`src/rtl/alu_param.sv`:
```
// Parameterised N-bit ALU with registered result/flags and a multi-cycle shift-add multiplier.
// Define ALU_MUL_EN to build the multiplier; otherwise F=3'b111 is a single-cycle op yielding zero.
module alu_param #(
    parameter int N = 4
) (
    input  logic         clk,
    input  logic         rst_n,
    input  logic         start,
    input  logic [N-1:0] A,
    input  logic [N-1:0] B,
    input  logic [2:0]   F,
    output logic [N-1:0] Y,
    output logic [N-1:0] Y_hi,
    output logic         Z,
    output logic         C,
    output logic         V,
    output logic         busy,
    output logic         valid
);

    localparam logic [2:0] OP_AND = 3'b000;
    localparam logic [2:0] OP_OR  = 3'b001;
    localparam logic [2:0] OP_ADD = 3'b010;
    localparam logic [2:0] OP_SUB = 3'b011;
    localparam logic [2:0] OP_XOR = 3'b100;
    localparam logic [2:0] OP_SLT = 3'b101;
    localparam logic [2:0] OP_SHL = 3'b110;
    localparam logic [2:0] OP_MUL = 3'b111;

    logic [N-1:0] y_q, y_d;
    logic [N-1:0] y_hi_q, y_hi_d;
    logic         z_q, z_d;
    logic         c_q, c_d;
    logic         v_q, v_d;
    logic         busy_q, busy_d;
    logic         valid_q, valid_d;

    logic [N-1:0] res_s;
    logic         c_s;
    logic         v_s;
    logic [N:0]   add_s;
    logic [N-1:0] sub_s;

`ifdef ALU_MUL_EN
    localparam int CW = $clog2(N);
    logic [2*N-1:0] mcand_q, mcand_d;
    logic [N-1:0]   mplier_q, mplier_d;
    logic [2*N-1:0] acc_q, acc_d;
    logic [CW-1:0]  cnt_q, cnt_d;
    logic [2*N-1:0] acc_nx_s;
`endif

    // Single-cycle datapath: result and flags for the op currently on F.
    always_comb begin
        res_s = '0;
        c_s   = 1'b0;
        v_s   = 1'b0;
        add_s = {1'b0, A} + {1'b0, B};
        sub_s = A - B;
        case (F)
            OP_AND: res_s = A & B;
            OP_OR:  res_s = A | B;
            OP_ADD: begin
                res_s = add_s[N-1:0];
                c_s   = add_s[N];
                v_s   = (A[N-1] == B[N-1]) && (add_s[N-1] != A[N-1]);
            end
            OP_SUB: begin
                res_s = sub_s;
                c_s   = (A >= B);
                v_s   = (A[N-1] != B[N-1]) && (sub_s[N-1] != A[N-1]);
            end
            OP_XOR: res_s = A ^ B;
            OP_SLT: res_s = ($signed(A) < $signed(B)) ? {{(N-1){1'b0}}, 1'b1} : '0;
            OP_SHL: begin
                if (32'(B) >= N) begin
                    res_s = '0;
                end else begin
                    res_s = A << B;
                end
            end
            OP_MUL: res_s = '0;
            default: res_s = '0;
        endcase
    end

    // Next-state: accept a start when idle, or advance the multiplier one step.
    always_comb begin
        y_d     = y_q;
        y_hi_d  = y_hi_q;
        z_d     = z_q;
        c_d     = c_q;
        v_d     = v_q;
        busy_d  = busy_q;
        valid_d = 1'b0;
`ifdef ALU_MUL_EN
        mcand_d  = mcand_q;
        mplier_d = mplier_q;
        acc_d    = acc_q;
        cnt_d    = cnt_q;
        acc_nx_s = mplier_q[0] ? (acc_q + mcand_q) : acc_q;
        if (busy_q) begin
            acc_d    = acc_nx_s;
            mcand_d  = mcand_q << 1;
            mplier_d = mplier_q >> 1;
            cnt_d    = cnt_q + {{(CW-1){1'b0}}, 1'b1};
            if (cnt_q == CW'(N-1)) begin
                y_d     = acc_nx_s[N-1:0];
                y_hi_d  = acc_nx_s[2*N-1:N];
                z_d     = (acc_nx_s == '0);
                c_d     = 1'b0;
                v_d     = (acc_nx_s[2*N-1:N] != '0);
                busy_d  = 1'b0;
                valid_d = 1'b1;
            end else begin
                busy_d = 1'b1;
            end
        end else if (start && (F == OP_MUL)) begin
            mcand_d  = {{N{1'b0}}, A};
            mplier_d = B;
            acc_d    = '0;
            cnt_d    = '0;
            busy_d   = 1'b1;
        end else if (start) begin
            y_d     = res_s;
            y_hi_d  = '0;
            z_d     = (res_s == '0);
            c_d     = c_s;
            v_d     = v_s;
            valid_d = 1'b1;
        end else begin
            valid_d = 1'b0;
        end
`else
        busy_d = 1'b0;
        if (start) begin
            y_d     = res_s;
            y_hi_d  = '0;
            z_d     = (res_s == '0);
            c_d     = c_s;
            v_d     = v_s;
            valid_d = 1'b1;
        end else begin
            valid_d = 1'b0;
        end
`endif
    end

    // State registers with synchronous active-low reset.
    always_ff @(posedge clk) begin
        if (!rst_n) begin
            y_q      <= '0;
            y_hi_q   <= '0;
            z_q      <= 1'b0;
            c_q      <= 1'b0;
            v_q      <= 1'b0;
            busy_q   <= 1'b0;
            valid_q  <= 1'b0;
`ifdef ALU_MUL_EN
            mcand_q  <= '0;
            mplier_q <= '0;
            acc_q    <= '0;
            cnt_q    <= '0;
`endif
        end else begin
            y_q      <= y_d;
            y_hi_q   <= y_hi_d;
            z_q      <= z_d;
            c_q      <= c_d;
            v_q      <= v_d;
            busy_q   <= busy_d;
            valid_q  <= valid_d;
`ifdef ALU_MUL_EN
            mcand_q  <= mcand_d;
            mplier_q <= mplier_d;
            acc_q    <= acc_d;
            cnt_q    <= cnt_d;
`endif
        end
    end

    assign Y     = y_q;
    assign Y_hi  = y_hi_q;
    assign Z     = z_q;
    assign C     = c_q;
    assign V     = v_q;
    assign busy  = busy_q;
    assign valid = valid_q;

endmodule

```
`config.mk`:
```
export PLATFORM = sky130hd
export DESIGN_NAME = alu_param
export DESIGN_NICKNAME = d
export VERILOG_FILES = /design/src/rtl/alu_param.sv
export SDC_FILE = /design/constraint.sdc
export NUM_CORES = 1
export LEC_CHECK = 0
export ABC_AREA = 1
export BUFFER_PORTS_ARGS = -buffer_cell sky130_fd_sc_hd__buf_2
export CAP_MARGIN = 20
export CORE_AREA = 8 8 75 77
export CTS_CLUSTER_DIAMETER = 30
export DETAILED_ROUTE_END_ITERATION = 10
export DIE_AREA = 0 0 83 85
export PLACE_DENSITY = 0.48
export SYNTH_ARGS = -nofsm -noshare
export SYNTH_HDL_FRONTEND = slang
export SYNTH_SLANG_ARGS = --single-unit
export TNS_END_PERCENT = 20
```
`constraint.sdc`:
```
create_clock -name clk -period 1.6 [get_ports clk]
set_input_delay 0.16 -clock clk [delete_from_list [all_inputs] [get_ports clk]]
set_output_delay 0.16 -clock clk [all_outputs]
set_load 0.05 [all_outputs]
```
Word level (Yosys, flattened, before mapping) --
Index checks and enable logic that the tools add are counted.
Storage, ports and cells: bits in registers 8, input bits 14, output and inout port bits 13, word-level logic and storage cells 35
Operators by class: add/sub/neg operators 2, magnitude comparators 3, eq/ne operators 11, shifts and indexed selects 1, muxes and demuxes 6, bitwise logic cells 3, reductions and logical operators 4
Operators by type and width (number):
- $pmux 4 s8 | 1
- $eq 3x3->1 const B | 4
- $eq 3x2->1 const B | 2
- $add 4x4->5 | 1
- $and 4x4->4 | 1
- $ge 4x3->1 const B | 1
- $ge 4x4->1 | 1
- $logic_not 4->1 | 1
- $lt 4x4->1 | 1
- $mux 4 | 1
- $or 4x4->4 | 1
- $pmux 1 s2 | 2
- $shl 4x4->4 | 1
- $sub 4x4->4 | 1
- $xor 4x4->4 | 1
- $eq 3x1->1 const B | 1
- $logic_not 3->1 | 1
- $ne 1x1->1 | 3
- $logic_and 1x1->1 | 2
- $mux 1 | 2
- $eq 1x1->1 | 1

Depth between registers and ports, before layout --
depth in word-level cells 4, depth in mapped cells 14, gate-level depth less buffers 14

Worst setup path before layout --
Ideal clock, no wire load.
path type input to register, from in A[0], to reg z_q (netlist: Z), setup time 66 ps, data arrival time 1500 ps, required time 1534 ps, path slack 34 ps, cell stages on the path 14, path buffers 0, cells stage by stage inv_1 ha_1 fa_1 inv_1 nand2_1 nand2_1 nand2_1 nand3_1 nand2_1 nor2_2 nand3_2 nor2_1 nand2_1 a21oi_2
On the way: longest elaborated chain between the ends 4, elaborated cells on any way between the ends 11, those cells by class add/sub: 2; order compare: 1; shift: 1; mux: 3; bitwise: 3; reduce/logical: 1
Ends and longest elaborated chain:
- start, declared | line 9 | input logic [N-1:0] A,
- $lt 4x4->1 or $shl 4x4->4 (tied branches) | line 74, 79
- $mux 1 or $mux 4 (tied branches) | line 74, 76
- $pmux 4 s8 * | line 60 | case (F)
- $logic_not 4->1 * | line 139 | z_d = (res_s == '0);
- end signal, assigned | line 168 | z_q <= z_d;
- end, declared | line 32 | logic z_q, z_d;
Mark *: on every way between the ends. The rest lies on a longest branch, timed or not. A chain may end at the register's enable or synchronous reset.

Worst setup path in the final report --
Same ends and word-level chain as after synthesis.

==> tab_implementation.tex <==
\begin{tabular}{lr}
\hline
Metric & Value \\
\hline
\multicolumn{2}{l}{\textbf{Clock tree}} \\
Clock slew at the register clock pins of the worst setup and hold paths & $\sim$0.040 ns \\
CTS Sinks & 8 \\
Number of buffers added to fix hold violations after cts & 0 \\
Clock latency reported for the late side of the worst-skew pair & 0.23 ns \\
Maximum clock insertion buffer count & 2 \\
Number of clock buffers inserted by TritonCTS & 3 \\
H-Tree Depth & 1 \\
TritonCTS clock tree & built \\
Clock root cell & sky130\_fd\_sc\_hd\_\_clkbuf\_8 \\
\multicolumn{2}{l}{\textbf{Critical path}} \\
Critical Path End Type & register \\
Largest fanout of any net on the critical path & 3 \\
Worst setup path class & in2reg \\
Crit path launch type & input port \\
Worst Path Arrival & between 1.5 and 2 ns \\
Data required time at the worst endpoint & 1.76 ns \\
\multicolumn{2}{l}{\textbf{Routing}} \\
Total iterations of the first detailed-routing run & 4 \\
Total wire length after detailed routing & between 3000 and 4000 um \\
Met3 wirelength from detailed routing & around 200 um \\
Wire per inst & about 12 um \\
Remaining number of nets flagged by the antenna check after routing & 0 \\
Overall via count from detail\_route & around 1.3k \\
Met1 wire length & around 1500 um \\
Met2 wirelength from detailed routing & 1523 um \\
Highest routed layer & met4 \\
DRC violations left & 0 \\
First-iteration detailed-routing DRC count & approximately 120 \\
Average vias per placed instance & 4.484 \\
\multicolumn{2}{l}{\textbf{Die}} \\
Total core area & 4536 um2 \\
Num rows & 25 \\
Chip width & approximately 83 um \\
Total I/O pin count & 27 \\
Die footprint & around 7100 um2 \\
Height of the chip & between 80 and 90 um \\
Initial standard-cell utilization of the core & 0.2397 \\
\multicolumn{2}{l}{\textbf{Placed design}} \\
Dpl hpwl & approximately 2900 um \\
Placed Instance Area & between 1000 and 1500 um2 \\
IO Port Bufs & 21 \\
Total placed cells including tap cells & $\sim$280 \\
Global placer's final weighted congestion & between 0.9 and 1 \\
Worst slack at placement & -0.2980 ns \\
\multicolumn{2}{l}{\textbf{Logic synthesis}} \\
Cell count after synthesis & 185 \\
Mapped Avg Cell Area & 5.877 um2 \\
Number of synthesized register bits & 8 \\
Proportion of netlist area held by the largest area contributor & 0.1692 \\
Count of yosys warnings during synthesis & 0 \\
Post-Synthesis Cell Area & 1087 um2 \\
Sequential area share after synthesis & 0.1473 \\
Top cells by area, synth & sky130\_fd\_sc\_hd\_\_nand2\_1 (17\%), sky130\_fd\_sc\_hd\_\_dfxtp\_1 (15\%), sky130\_fd\_sc\_hd\_\_ha\_1 (14\%), sky130\_fd\_sc\_hd\_\_nand3\_1 (12\%), sky130\_fd\_sc\_hd\_\_inv\_1 (8.6\%) \\
Most area-hungry cell type in the Yosys netlist & sky130\_fd\_sc\_hd\_\_nand2\_1 \\
Post-synthesis cell type count & 26 \\
\multicolumn{2}{l}{\textbf{STA}} \\
Timing-limited maximum frequency & 0.6659 GHz \\
Unrepaired setup endpoints after global routing & true \\
Part of the cycle the worst path needs & 0.9386 \\
Worst clock skew & 0 ns \\
Final count of negative-setup-slack endpoints & 0 \\
Min Clock Period, post-route & roughly 1.5 ns \\
Number of hold violations in the final report & 0 \\
Setup slack of the critical path after layout & a little under 0.1 ns \\
Max Slew Vio Count & 0 \\
Minimum hold slack & between 0.2 and 0.25 ns \\
\multicolumn{2}{l}{\textbf{Global routing}} \\
Pin count of the biggest net entering global routing & 11 \\
Remaining global-route overflow & 0 \\
Global-route wire length before repair & 5885 um \\
Number of global-route vias before repair & between 1k and 1.5k \\
Number of antenna violations at the first check in global routing & 0 \\
All-Layer GR Usage & 0.09586 \\
\multicolumn{2}{l}{\textbf{Finish}} \\
Number of nets in the finished design & 259 \\
Final Util & 0.3332 \\
Non-Filler Instances & 283 \\
Ratio of cells with drive above 1 in the final layout & 0.3144 \\
Final Cell Area & between 1500 and 2000 um2 \\
Area overhead of the layout relative to synthesis & 39.01\% \\
Antenna diode instance count & 0 \\
\multicolumn{2}{l}{\textbf{Outcome}} \\
Status & finished, final reports clean \\
\multicolumn{2}{l}{\textbf{Power}} \\
Cell Pwr Density & between 500 and 600 nW/um2 \\
LEAKAGE & 0.8289 nW \\
Worst supply voltage drop on vdd & 319.4 uV \\
\multicolumn{2}{l}{\textbf{Flow run}} \\
Max-Cap Viols & 0 \\
\multicolumn{2}{l}{\textbf{Min path}} \\
Worst min-delay path category & in2reg \\
\hline
\end{tabular}
path summary, 6_finish.rpt:
path	startpoint	endpoint	slack (ns)	cells past startpoint
worst max register to register	Y[2]$_SDFFE_PN0P_	Y[2]$_SDFFE_PN0P_	0.98	2
worst min register to register	C$_SDFFE_PN0P_	C$_SDFFE_PN0P_	0.46	2
worst min-delay path	rst_n	valid$_SDFF_PN0_	0.22	3
worst max-delay path	A[0]	Z$_SDFFE_PN0P_	0.1	15
cells in the mapped netlist (all sizes together):
cell	count
nand2	51
inv	28
nor2	28
nand3	27
ha	12
a21oi	8
dfxtp	8
buf	6
o21ai	5
fa	2
a21boi	1
clkbuf	1
conb	1
nand4	1
nor3	1
nor4	1
o211ai	1
o22ai	1
or2	1
xor2	1
report_power, final:
group | switching (mW) | leakage (nW) | total (mW) | internal (mW)
combinational | 0.261 | 0.742 | 0.416 | 0.155
sequential | 0.00528 | 0.0657 | 0.218 | 0.213
clock | 0.0785 | 0.0216 | 0.241 | 0.163
metal layers:
metal | global-route usage | vias to the layer above
met5 | 0 | -
met4 | 0.02716 | 0
met3 | 0.02107 | 2
met2 | 0.1556 | 44
met1 | 0.1229 | 562
li1 | - | 661
critical path, cell delays in order:
cell and delay (ns):
sky130_fd_sc_hd__buf_8 0.09, sky130_fd_sc_hd__inv_4 0.03, sky130_fd_sc_hd__ha_4 0.15, sky130_fd_sc_hd__fa_2 0.36, sky130_fd_sc_hd__inv_2 0.06, sky130_fd_sc_hd__nand2_2 0.06
sky130_fd_sc_hd__nand2_1 0.07, sky130_fd_sc_hd__nor2_1 0.04, sky130_fd_sc_hd__nor2_1 0.10, sky130_fd_sc_hd__nand2_1 0.10, sky130_fd_sc_hd__nor2_2 0.12, sky130_fd_sc_hd__nand3_2 0.09
sky130_fd_sc_hd__nor2_2 0.08, sky130_fd_sc_hd__nand2_1 0.06, sky130_fd_sc_hd__a21oi_2 0.11
placed cells by master, fill, tap and decap left out, types with 2 or more instances in the layout:
cell type	count
sky130_fd_sc_hd__inv_2	5
sky130_fd_sc_hd__nand3_1	24
sky130_fd_sc_hd__nand2_1	47
sky130_fd_sc_hd__a21oi_1	7
sky130_fd_sc_hd__buf_2	19
sky130_fd_sc_hd__buf_4	23
sky130_fd_sc_hd__nor2_2	6
sky130_fd_sc_hd__conb_1	5
sky130_fd_sc_hd__clkbuf_8	3
sky130_fd_sc_hd__dfxtp_1	8
sky130_fd_sc_hd__inv_1	22
sky130_fd_sc_hd__nand3_2	3
sky130_fd_sc_hd__ha_4	2
sky130_fd_sc_hd__fa_2	2
sky130_fd_sc_hd__nand2_2	4
sky130_fd_sc_hd__buf_8	2
sky130_fd_sc_hd__ha_1	10
sky130_fd_sc_hd__o21ai_0	4
sky130_fd_sc_hd__nor2_1	22
stage by stage:
step	total power [mW]	TNS [ns]
finish	0.8758	0
detailed placement	0.6098	-0.9070
global route	0.9470	-0.03566
CTS	0.8667	0
floorplan	0.4733	0
global placement	0.6101	-0.8180
logic make-up after synthesis:
group / synth area share
fa+ha+maj: 0.1749
compound gates: 0.08286
xor+xnor: 0.008057
buf+inv: 0.1415
simple gates: 0.4419
flops: 0.1473
other cells: 0.003449
flip-flops by register name, indices dropped and copies added (netlist names):
register  flops
C             1
V             1
Y             4
Z             1
valid         1
layout make-up:
cell class	count	area, um2
flip-flops and latches	8	160.2
repair buffers	44	297.8
multi-input cells	146	837.1
fillers	502	3024
clock buffers	3	41.29
well taps	54	67.56
inverters	28	107.6
repair_timing:
action                     4_1_cts  5_1_grt
gates resized for setup         11       10
gates cloned                     0        0
pin swaps                       10       16
setup endpoints to repair        1        1
setup buffers                    0        1
No activity file was read; power rests on OpenSTA's default activity.
